## src/rtl/led_pkg.sv

```systemverilog
// Shared types and defaults for the LED code player.
package led_pkg;

    // Playback phases of the LED serialiser.
    typedef enum logic [1:0] {
        IDLE    = 2'd0,
        ON      = 2'd1,
        BITGAP  = 2'd2,
        CODEGAP = 2'd3
    } state_t;

    // Default phase lengths in time units.
    localparam int DEF_SHORT_U   = 1;
    localparam int DEF_LONG_U    = 3;
    localparam int DEF_BITGAP_U  = 1;
    localparam int DEF_CODEGAP_U = 3;

    // Bits needed to index n items, never less than one.
    function automatic int clog2_min1(input int n);
        return (n <= 2) ? 1 : $clog2(n);
    endfunction

endpackage

```

## src/rtl/led_unit_tick.sv

```systemverilog
// Time-unit prescaler: pulses tick once every TICK_DIV cycles after clr.
module led_unit_tick
    import led_pkg::*;
#(
    parameter int TICK_DIV = 25_000_000
) (
    input  logic clk,
    input  logic rst_n,
    input  logic clr,
    output logic tick
);

    localparam int PW = clog2_min1(TICK_DIV);
    localparam logic [PW-1:0] LAST = PW'(TICK_DIV - 1);

    logic [PW-1:0] cnt;

    // Tick on the last cycle of each unit; the owner samples it on the next edge.
    assign tick = (cnt == LAST);

    // Free-running divider, restarted by clr so every phase begins at a unit boundary.
    always_ff @(posedge clk or negedge rst_n) begin
        if (!rst_n) begin
            cnt <= '0;
        end else if (clr || tick) begin
            cnt <= '0;
        end else begin
            cnt <= cnt + 1'b1;
        end
    end

endmodule

```

## src/rtl/led_code_player.sv

```systemverilog
// Plays NUM_CODES latched codes on one LED, MSB first: long flash for 1, short for 0.
module led_code_player
    import led_pkg::*;
#(
    parameter int CODE_W    = 5,
    parameter int NUM_CODES = 4,
    parameter int TICK_DIV  = 25_000_000,
    parameter int SHORT_U   = DEF_SHORT_U,
    parameter int LONG_U    = DEF_LONG_U,
    parameter int BITGAP_U  = DEF_BITGAP_U,
    parameter int CODEGAP_U = DEF_CODEGAP_U
) (
    input  logic                                clk,
    input  logic                                rst_n,
    input  logic                                start,
    input  logic                                abort,
    input  logic                                repeat_en,
    input  logic [NUM_CODES*CODE_W-1:0]         codes,
    output logic                                led,
    output logic                                busy,
    output logic                                done,
    output logic [clog2_min1(NUM_CODES)-1:0]    cur_code,
    output logic [clog2_min1(CODE_W)-1:0]       cur_bit
);

    localparam int CCW   = clog2_min1(NUM_CODES);
    localparam int CBW   = clog2_min1(CODE_W);
    localparam int MAX_U = (LONG_U > CODEGAP_U) ? LONG_U : CODEGAP_U;
    localparam int UW    = clog2_min1(MAX_U + 1);
    localparam logic [CCW-1:0] LAST_CODE = CCW'(NUM_CODES - 1);
    localparam logic [CBW-1:0] TOP_BIT   = CBW'(CODE_W - 1);

    state_t            state;
    logic [CODE_W-1:0] code_mem [NUM_CODES];
    logic [UW-1:0]     unit_cnt;
    logic [UW-1:0]     unit_last;
    logic              tick;
    logic              clr;
    logic              phase_done;
    logic              bit_val;

    led_unit_tick #(
        .TICK_DIV (TICK_DIV)
    ) u_tick (
        .clk   (clk),
        .rst_n (rst_n),
        .clr   (clr),
        .tick  (tick)
    );

    assign bit_val    = code_mem[cur_code][cur_bit];
    assign phase_done = tick && (unit_cnt == unit_last);
    // Prescaler and unit count restart at every phase boundary, so no drift accumulates.
    assign clr        = (state == IDLE) || abort || phase_done;

    // Last unit index of the phase currently being timed.
    always_comb begin
        unit_last = '0;
        case (state)
            ON:      unit_last = bit_val ? UW'(LONG_U - 1) : UW'(SHORT_U - 1);
            BITGAP:  unit_last = UW'(BITGAP_U - 1);
            CODEGAP: unit_last = UW'(CODEGAP_U - 1);
            default: unit_last = '0;
        endcase
    end

    // Units elapsed within the current phase.
    always_ff @(posedge clk or negedge rst_n) begin
        if (!rst_n) begin
            unit_cnt <= '0;
        end else if (clr) begin
            unit_cnt <= '0;
        end else if (tick) begin
            unit_cnt <= unit_cnt + 1'b1;
        end
    end

    // Playback sequencer; every output is a register updated here.
    always_ff @(posedge clk or negedge rst_n) begin
        if (!rst_n) begin
            state    <= IDLE;
            led      <= 1'b0;
            busy     <= 1'b0;
            done     <= 1'b0;
            cur_code <= '0;
            cur_bit  <= TOP_BIT;
            for (int i = 0; i < NUM_CODES; i++) begin
                code_mem[i] <= '0;
            end
        end else if (abort) begin
            state    <= IDLE;
            led      <= 1'b0;
            busy     <= 1'b0;
            done     <= 1'b0;
            cur_code <= '0;
            cur_bit  <= TOP_BIT;
        end else begin
            done <= 1'b0;
            case (state)
                IDLE: begin
                    if (start) begin
                        for (int i = 0; i < NUM_CODES; i++) begin
                            code_mem[i] <= codes[i*CODE_W +: CODE_W];
                        end
                        state    <= ON;
                        led      <= 1'b1;
                        busy     <= 1'b1;
                        cur_code <= '0;
                        cur_bit  <= TOP_BIT;
                    end
                end
                ON: begin
                    if (phase_done) begin
                        led   <= 1'b0;
                        state <= (cur_bit == '0) ? CODEGAP : BITGAP;
                    end
                end
                BITGAP: begin
                    if (phase_done) begin
                        led     <= 1'b1;
                        cur_bit <= cur_bit - 1'b1;
                        state   <= ON;
                    end
                end
                CODEGAP: begin
                    if (phase_done) begin
                        cur_bit <= TOP_BIT;
                        if (cur_code != LAST_CODE) begin
                            cur_code <= cur_code + 1'b1;
                            led      <= 1'b1;
                            state    <= ON;
                        end else if (repeat_en) begin
                            cur_code <= '0;
                            led      <= 1'b1;
                            state    <= ON;
                        end else begin
                            cur_code <= '0;
                            led      <= 1'b0;
                            busy     <= 1'b0;
                            done     <= 1'b1;
                            state    <= IDLE;
                        end
                    end
                end
                default: state <= IDLE;
            endcase
        end
    end

endmodule

```

## config.mk

```make
export PLATFORM = sky130hd
export DESIGN_NAME = led_code_player
export DESIGN_NICKNAME = d
export VERILOG_FILES = /design/src/rtl/led_pkg.sv /design/src/rtl/led_unit_tick.sv /design/src/rtl/led_code_player.sv
export SDC_FILE = /design/constraint.sdc
export NUM_CORES = 1
export LEC_CHECK = 0
export BUFFER_PORTS_ARGS = -buffer_cell sky130_fd_sc_hd__buf_2
export CAP_MARGIN = 25
export CORE_ASPECT_RATIO = 1.1
export CORE_UTILIZATION = 60
export CTS_CLUSTER_DIAMETER = 100
export DETAILED_ROUTE_END_ITERATION = 8
export GPL_TIMING_DRIVEN = 0
export PLACE_DENSITY = 0.81
export REMOVE_ABC_BUFFERS = 1
export SYNTH_ARGS = -nofsm -noshare
export SYNTH_HDL_FRONTEND = slang
export SYNTH_HIERARCHICAL = 1
export SYNTH_SLANG_ARGS = --single-unit
```

## constraint.sdc

```tcl
create_clock -name clk -period 5.9 [get_ports clk]
set_clock_uncertainty 0.05 [all_clocks]
set_input_delay 0 -clock clk [delete_from_list [all_inputs] [get_ports clk]]
set_output_delay 0 -clock clk [all_outputs]
set_load 0.1 [all_outputs]
```

==> metrics.csv, run 1 <==
metric,value,unit
synth_edf_count,0,
r2r_end,u_tick/cnt[18]$_DFF_PN0_,
cts-buffers-inserted,9,
comb_power_share,0.110,
crit_family,simple AND/OR/NAND/NOR gates,
cts_htree_levels,3,
p_leak,1.49,nW
route.detailed.drc,0,
area_delta_synth_final,21.6,%
first_pass_iters,4,
switchingPower,0.000226,W
cp-startpoint,u_tick/cnt[2]$_DFF_PN0_,
hold_viol_final,0,
hold_path_class,in -> async,
rsz0062_at_grt,false,
cts_root_buf,clkbuf_8,
initial_core_util,0.641,
n_fill_cell,322,
cap_violations,0,
clk_pin_slew,0.07,ns
nets,386,
gp_congestion,0.832,
synth_area,0.00304,mm^2
synthMuxAreaShare,0.119,
maxSlewHeadroom,0.439,
async_flop_share,1.00,
post_dp_cell_area,0.00325,mm^2
dp.final_hpwl,4320,um
grt_pass1_vias,2611,
endpoint_kind,flip-flop,
clock_latency,0.34,ns
die_w,69.9,um
vias,2572,
ant_nets,0,
cts_setup_buffers,0,
ys_seq_elements,57,
grt_pass1_wl,12200,um
cts_tree,yes,
switching_share,0.240,
cts.repair.resized,0,
post-route-util,0.779,
drt_iter0_markers,252,
crit_type,reg -> reg,
overflow,0,
antenna_found_initial,0,
die_y,76.7,um
cp-start-kind,flip-flop,
synth_simple_gate_area_frac,0.213,
power_density,255,mW/mm^2
setup_viol,0,
synth_top_family_by_area,simple AND/OR/NAND/NOR gates,
synthAdderAreaFrac,0.0164,
synth-compound-area-share,0.114,
rr_worst_depth,7,
tns,0,ns
power,0.000943,W
p_int,0.000717,W
grt_max_degree,40,
antennaDiodeCount,0,
clock_sinks,57,
peakVddDrop,173,uV
portBuffers,32,
arrival,3.59,ns
gr-usage-all-layers,0.297,
wl,7240,um
io_pins,33,
period_minus_slack,3.45,ns
final_cell_mix,"56 x dfrtp_1, 32 x buf_2, 26 x nor2_1",
path_cells,"nand3_1, nor4bb_1, and4_1, nor2b_1, a211o_1, a41o_1, o21ai_0",
fmax,290,MHz
status,"complete, no violations",
timing.final.ws_setup,2.45,ns
ys.flop_type,dfrtp_1,
critPathBufInv,0,
r2r_slack,2.45,ns
core_area,0.00475,mm^2
period_share,0.585,
pwr-share-seq,0.465,
synth-xor-area-share,0.0341,
die_area,0.00536,mm^2
seq_area_frac_synth,0.469,
fin_area,0.00370,mm^2
p_clk_frac,0.426,
wl_per_cell,17.4,um
drv_slew,0,
yosysWarnings,6,
crit_fanout,25,
layout_commonest_cell,dfrtp_1,
critPathSlowestCell,a41o_1,
drive_gt1_frac,0.172,
regToRegStartpoint,u_tick/cnt[2]$_DFF_PN0_,
synthCells,301,
cts_buffer_depth,2,
dp_slack,2.46,ns
slowest_delay,0.66,ns
syn_area_per_cell,10.1,um^2
cp.required,6.04,ns
yosysUniqueCellTypes,53,
num_rows,26,
via_per_inst,6.17,
worst-slew-pin-transition,0.841,ns
[timing repair]
action / in CTS / in global routing
setup endpoints to repair: 0 / 0
hold buffers: 24 / 0
hold endpoints to repair: 83 / 0
[stage by stage]
step / hold slack [ns] / cells
floorplan: -0.346 / 288
global placement: 0.166 / 376
detailed placement: -0.0787 / 378
CTS: 0.0898 / 417
global route: 0.116 / 417
finish: 0.0805 / 417
[kinds of logic (layout without fill, tap and decap cells)]
logic type      Yosys count  after routing
fa+ha+maj                 4              4
flops                    57             57
xor+xnor                 11             11
compound gates           54             54
simple gates            121            121
mux                      30             30
buf+inv                  24             84
[state kept, by name, indices dropped and copies added, names as in the netlist]
register and count:
led 1, cur_bit 3, code_mem 20, u_tick/cnt 25, cur_code 2, done 1
unit_cnt 2, state 2, busy 1
[per-layer routing]
layer	global-route usage	wire length, um
met5	0	0
met4	0.208	361
met3	0.0591	364
met2	0.496	3650
met1	0.338	2860
[cells in the mapped netlist (2+ instances only)]
master	count	share of area
or4_1	6	0.015
a21oi_1	19	0.031
nor3_1	7	0.012
nand2b_1	5	0.010
mux2i_1	5	0.016
nor2_1	27	0.033
nand3b_1	4	0.0099
dfrtp_1	56	0.46
and4_1	2	0.0058
a31o_2	2	0.0058
o21ai_0	12	0.020
buf_2	3	0.0049
nand3_1	19	0.031
nand2_1	21	0.026
o21ai_1	2	0.0033
xnor2_1	7	0.020
mux2_1	21	0.078
xor2_1	3	0.0086
nand4_1	7	0.014
mux4_2	2	0.015
ha_1	4	0.016
nor4_1	5	0.010
o31ai_1	3	0.0074
clkbuf_1	8	0.0099
nor2b_1	3	0.0062
nor3b_1	2	0.0049
inv_1	10	0.012
mux2_4	2	0.0099
a31oi_1	5	0.010
or3_1	6	0.012
[worst reg2reg max path, cell delays in order, from the launching register on]
cell and delay (ns):
dfrtp_1 0.40, nand3_1 0.42, nor4bb_1 0.49, and4_1 0.37, nor2b_1 0.48, a211o_1 0.24, a41o_1 0.66, o21ai_0 0.20
[worst max-delay path by stage]
stage / cells past startpoint / slack (ns) / to
after floorplan: 8 / 2.46 / u_tick/cnt[18]$_DFF_PN0_
after global placement: 7 / 2.45 / u_tick/cnt[18]$_DFF_PN0_
after detailed placement: 7 / 2.46 / u_tick/cnt[18]$_DFF_PN0_
after CTS: 7 / 2.46 / u_tick/cnt[18]$_DFF_PN0_
after global routing: 7 / 2.10 / u_tick/cnt[18]$_DFF_PN0_
final: 7 / 2.45 / u_tick/cnt[18]$_DFF_PN0_
[final cells by class]
| cell class | count | area, um^2 | share of cell area |
|---|---|---|---|
| inverter | 11 | 41.3 | 0.0112 |
| timing repair buffer | 58 | 435 | 0.118 |
| sequential | 57 | 1430 | 0.386 |
| clock buffer | 12 | 145 | 0.0392 |
| clock inverter | 3 | 65.1 | 0.0176 |
| multi-input combinational | 220 | 1520 | 0.410 |
| tap | 56 | 70.1 | 0.0189 |
[power groups by stage]
stage	logic [W]	registers [W]	clock network (W)
after floorplan	0.0000466	0.000447	0
after global placement	0.0000821	0.000440	0
after detailed placement	0.0000875	0.000443	0
after CTS	0.000100	0.000436	0.000403
after global routing	0.000113	0.000441	0.000423
final	0.000103	0.000438	0.000401
(Power assumes the default switching activity.)
==> inputs of run 2 (changes only) <==
- CORE_UTILIZATION: 60 -> 53
- PLACE_DENSITY: 0.81 -> 0.76
- clock period: 5.9 -> 2.9 ns (I/O delays scaled with it)
==> metrics.csv, run 2 (same netlist as run 1, synthesis figures left out) <==
metric,value,unit
status,"complete, no violations",
ant_nets,0,
post-route-util,0.689,
fmax,361,MHz
setup_viol,0,
regArea,0.00143,mm^2
rr_worst_depth,8,
switching_share,0.258,
dp.final_hpwl,4320,um
drive_gt1_frac,0.206,
cp.depth,8,
antenna_found_initial,0,
die_area,0.00605,mm^2
power,0.00177,W
fin_hold_ws,0.0628,ns
arrival,2.97,ns
cap_violations,0,
drv_slew,0,
multi_input_area,0.00157,mm^2
initial_core_util,0.557,
route.detailed.drc,0,
cts_buffer_depth,2,
worst-slew-pin-transition,0.550,ns
rsz0062_at_grt,false,
comb_power_share,0.117,
final_cell_mix,"55 x dfrtp_1, 32 x buf_2, 26 x nor2_1",
antennaDiodeCount,0,
hold_viol_final,0,
endpoint_kind,flip-flop,
die_y,81.5,um
timing.final.ws_setup,0.130,ns
peakVddDrop,307,uV
period_share,0.955,
grt_max_degree,42,
clock_latency,0.33,ns
hold_path_class,in -> async,
first_pass_iters,4,
power_density,470,mW/mm^2
critPathSlowestCell,mux4_2,
dp_slack,-0.489,ns
num_rows,28,
critPathBufInv,0,
gp_congestion,0.880,
via_per_inst,5.77,
area_delta_synth_final,23.8,%
p_int,0.00131,W
wl_per_cell,15.8,um
grt_pass1_wl,11400,um
largest_reg_flops,25,
path_cells,"mux4_2, nand2b_1, nand3_1, nand3_2, xnor2_2, a211o_1, a41o_4, a21oi_1",
pwr-share-seq,0.502,
n_fill_cell,427,
cts_tree,yes,
overflow,0,
vias,2531,
crit_type,reg -> reg,
clk_pin_slew,0.07,ns
io_pins,33,
p_leak,1.49,nW
period_minus_slack,2.77,ns
cts_root_buf,clkbuf_8,
crit_family,compound AO/OA/AOI/OAI gates,
layout_commonest_cell,dfrtp_1,
switchingPower,0.000457,W
cts_htree_levels,3,
core_area,0.00547,mm^2
clock_sinks,57,
reg_top3,"u_tick/cnt: 25 flops, code_mem: 20 flops, cur_bit: 3 flops",
regMostFlops,u_tick/cnt,
cp-start-kind,flip-flop,
slowest_delay,0.55,ns
die_w,74.2,um
portBuffers,32,
p_clk_frac,0.381,
maxSlewHeadroom,0.630,
cp.required,3.10,ns
gr-usage-all-layers,0.255,
grt_pass1_vias,2519,
crit_fanout,25,
cts-buffers-inserted,9,
drt_iter0_markers,220,
wl,6930,um
nets,388,
==> run 2: metal layers <==
| metal | global-route usage | up-vias | part of all wire |
|---|---|---|---|
| li1 | - | 1210 | - |
| met1 | 0.295 | 1232 | 0.41 |
| met2 | 0.439 | 74 | 0.52 |
| met3 | 0.0577 | 15 | 0.047 |
| met4 | 0.132 | 0 | 0.022 |
| met5 | 0 | - | 0 |
==> run 2: power by group through the flow <==
stage | registers [W] | clock network, W | logic, W
2_1_floorplan | 0.000910 | 0 | 0.0000949
3_3_place_gp | 0.000896 | 0 | 0.000167
3_5_place_dp | 0.000900 | 0 | 0.000177
4_1_cts | 0.000886 | 0.000691 | 0.000203
5_1_grt | 0.000895 | 0.000722 | 0.000228
6_report | 0.000887 | 0.000675 | 0.000207
==> run 2: repair_timing <==
item                                    in CTS  in global routing
buffers inserted                             2                  0
endpoints found under the setup margin      26                 26
pin swaps                                    0                  1
hold endpoints to repair                    84                  0
gates resized for setup                      5                  8
hold buffers                                24                  0
==> run 2: stage by stage <==
stage               area [um^2]  instances  TNS (ns)
finish                     3770        439         0
global route               3770        439         0
CTS                        3730        439         0
detailed placement         3270        397     -9.78
global placement           3240        395     -8.58
floorplan                  2980        288    -12.26
==> run 2: path summary, 6_finish.rpt <==
check	start	endpoint	slack (ns)
setup / recovery	cur_code[0]$_DFFE_PN0P_	u_tick/cnt[13]$_DFF_PN0_	0.13
hold / removal	rst_n	code_mem[18]$_DFFE_PN0P_	0.06
setup reg to reg	cur_code[0]$_DFFE_PN0P_	u_tick/cnt[13]$_DFF_PN0_	0.13
hold reg to reg	code_mem[9]$_DFFE_PN0P_	code_mem[9]$_DFFE_PN0P_	0.44
max in group asynchronous	rst_n	u_tick/cnt[24]$_DFF_PN0_	2.18
min in group clk	codes[3]	code_mem[18]$_DFFE_PN0P_	0.36
==> run 2: final cells by class <==
cell class                 instances  area share
multi-input combinational        220       0.417
timing repair buffer              60       0.120
clock buffer                      12      0.0412
clock inverter                     4     0.00731
sequential                        57       0.379
inverter                          11      0.0110
tap                               75      0.0249
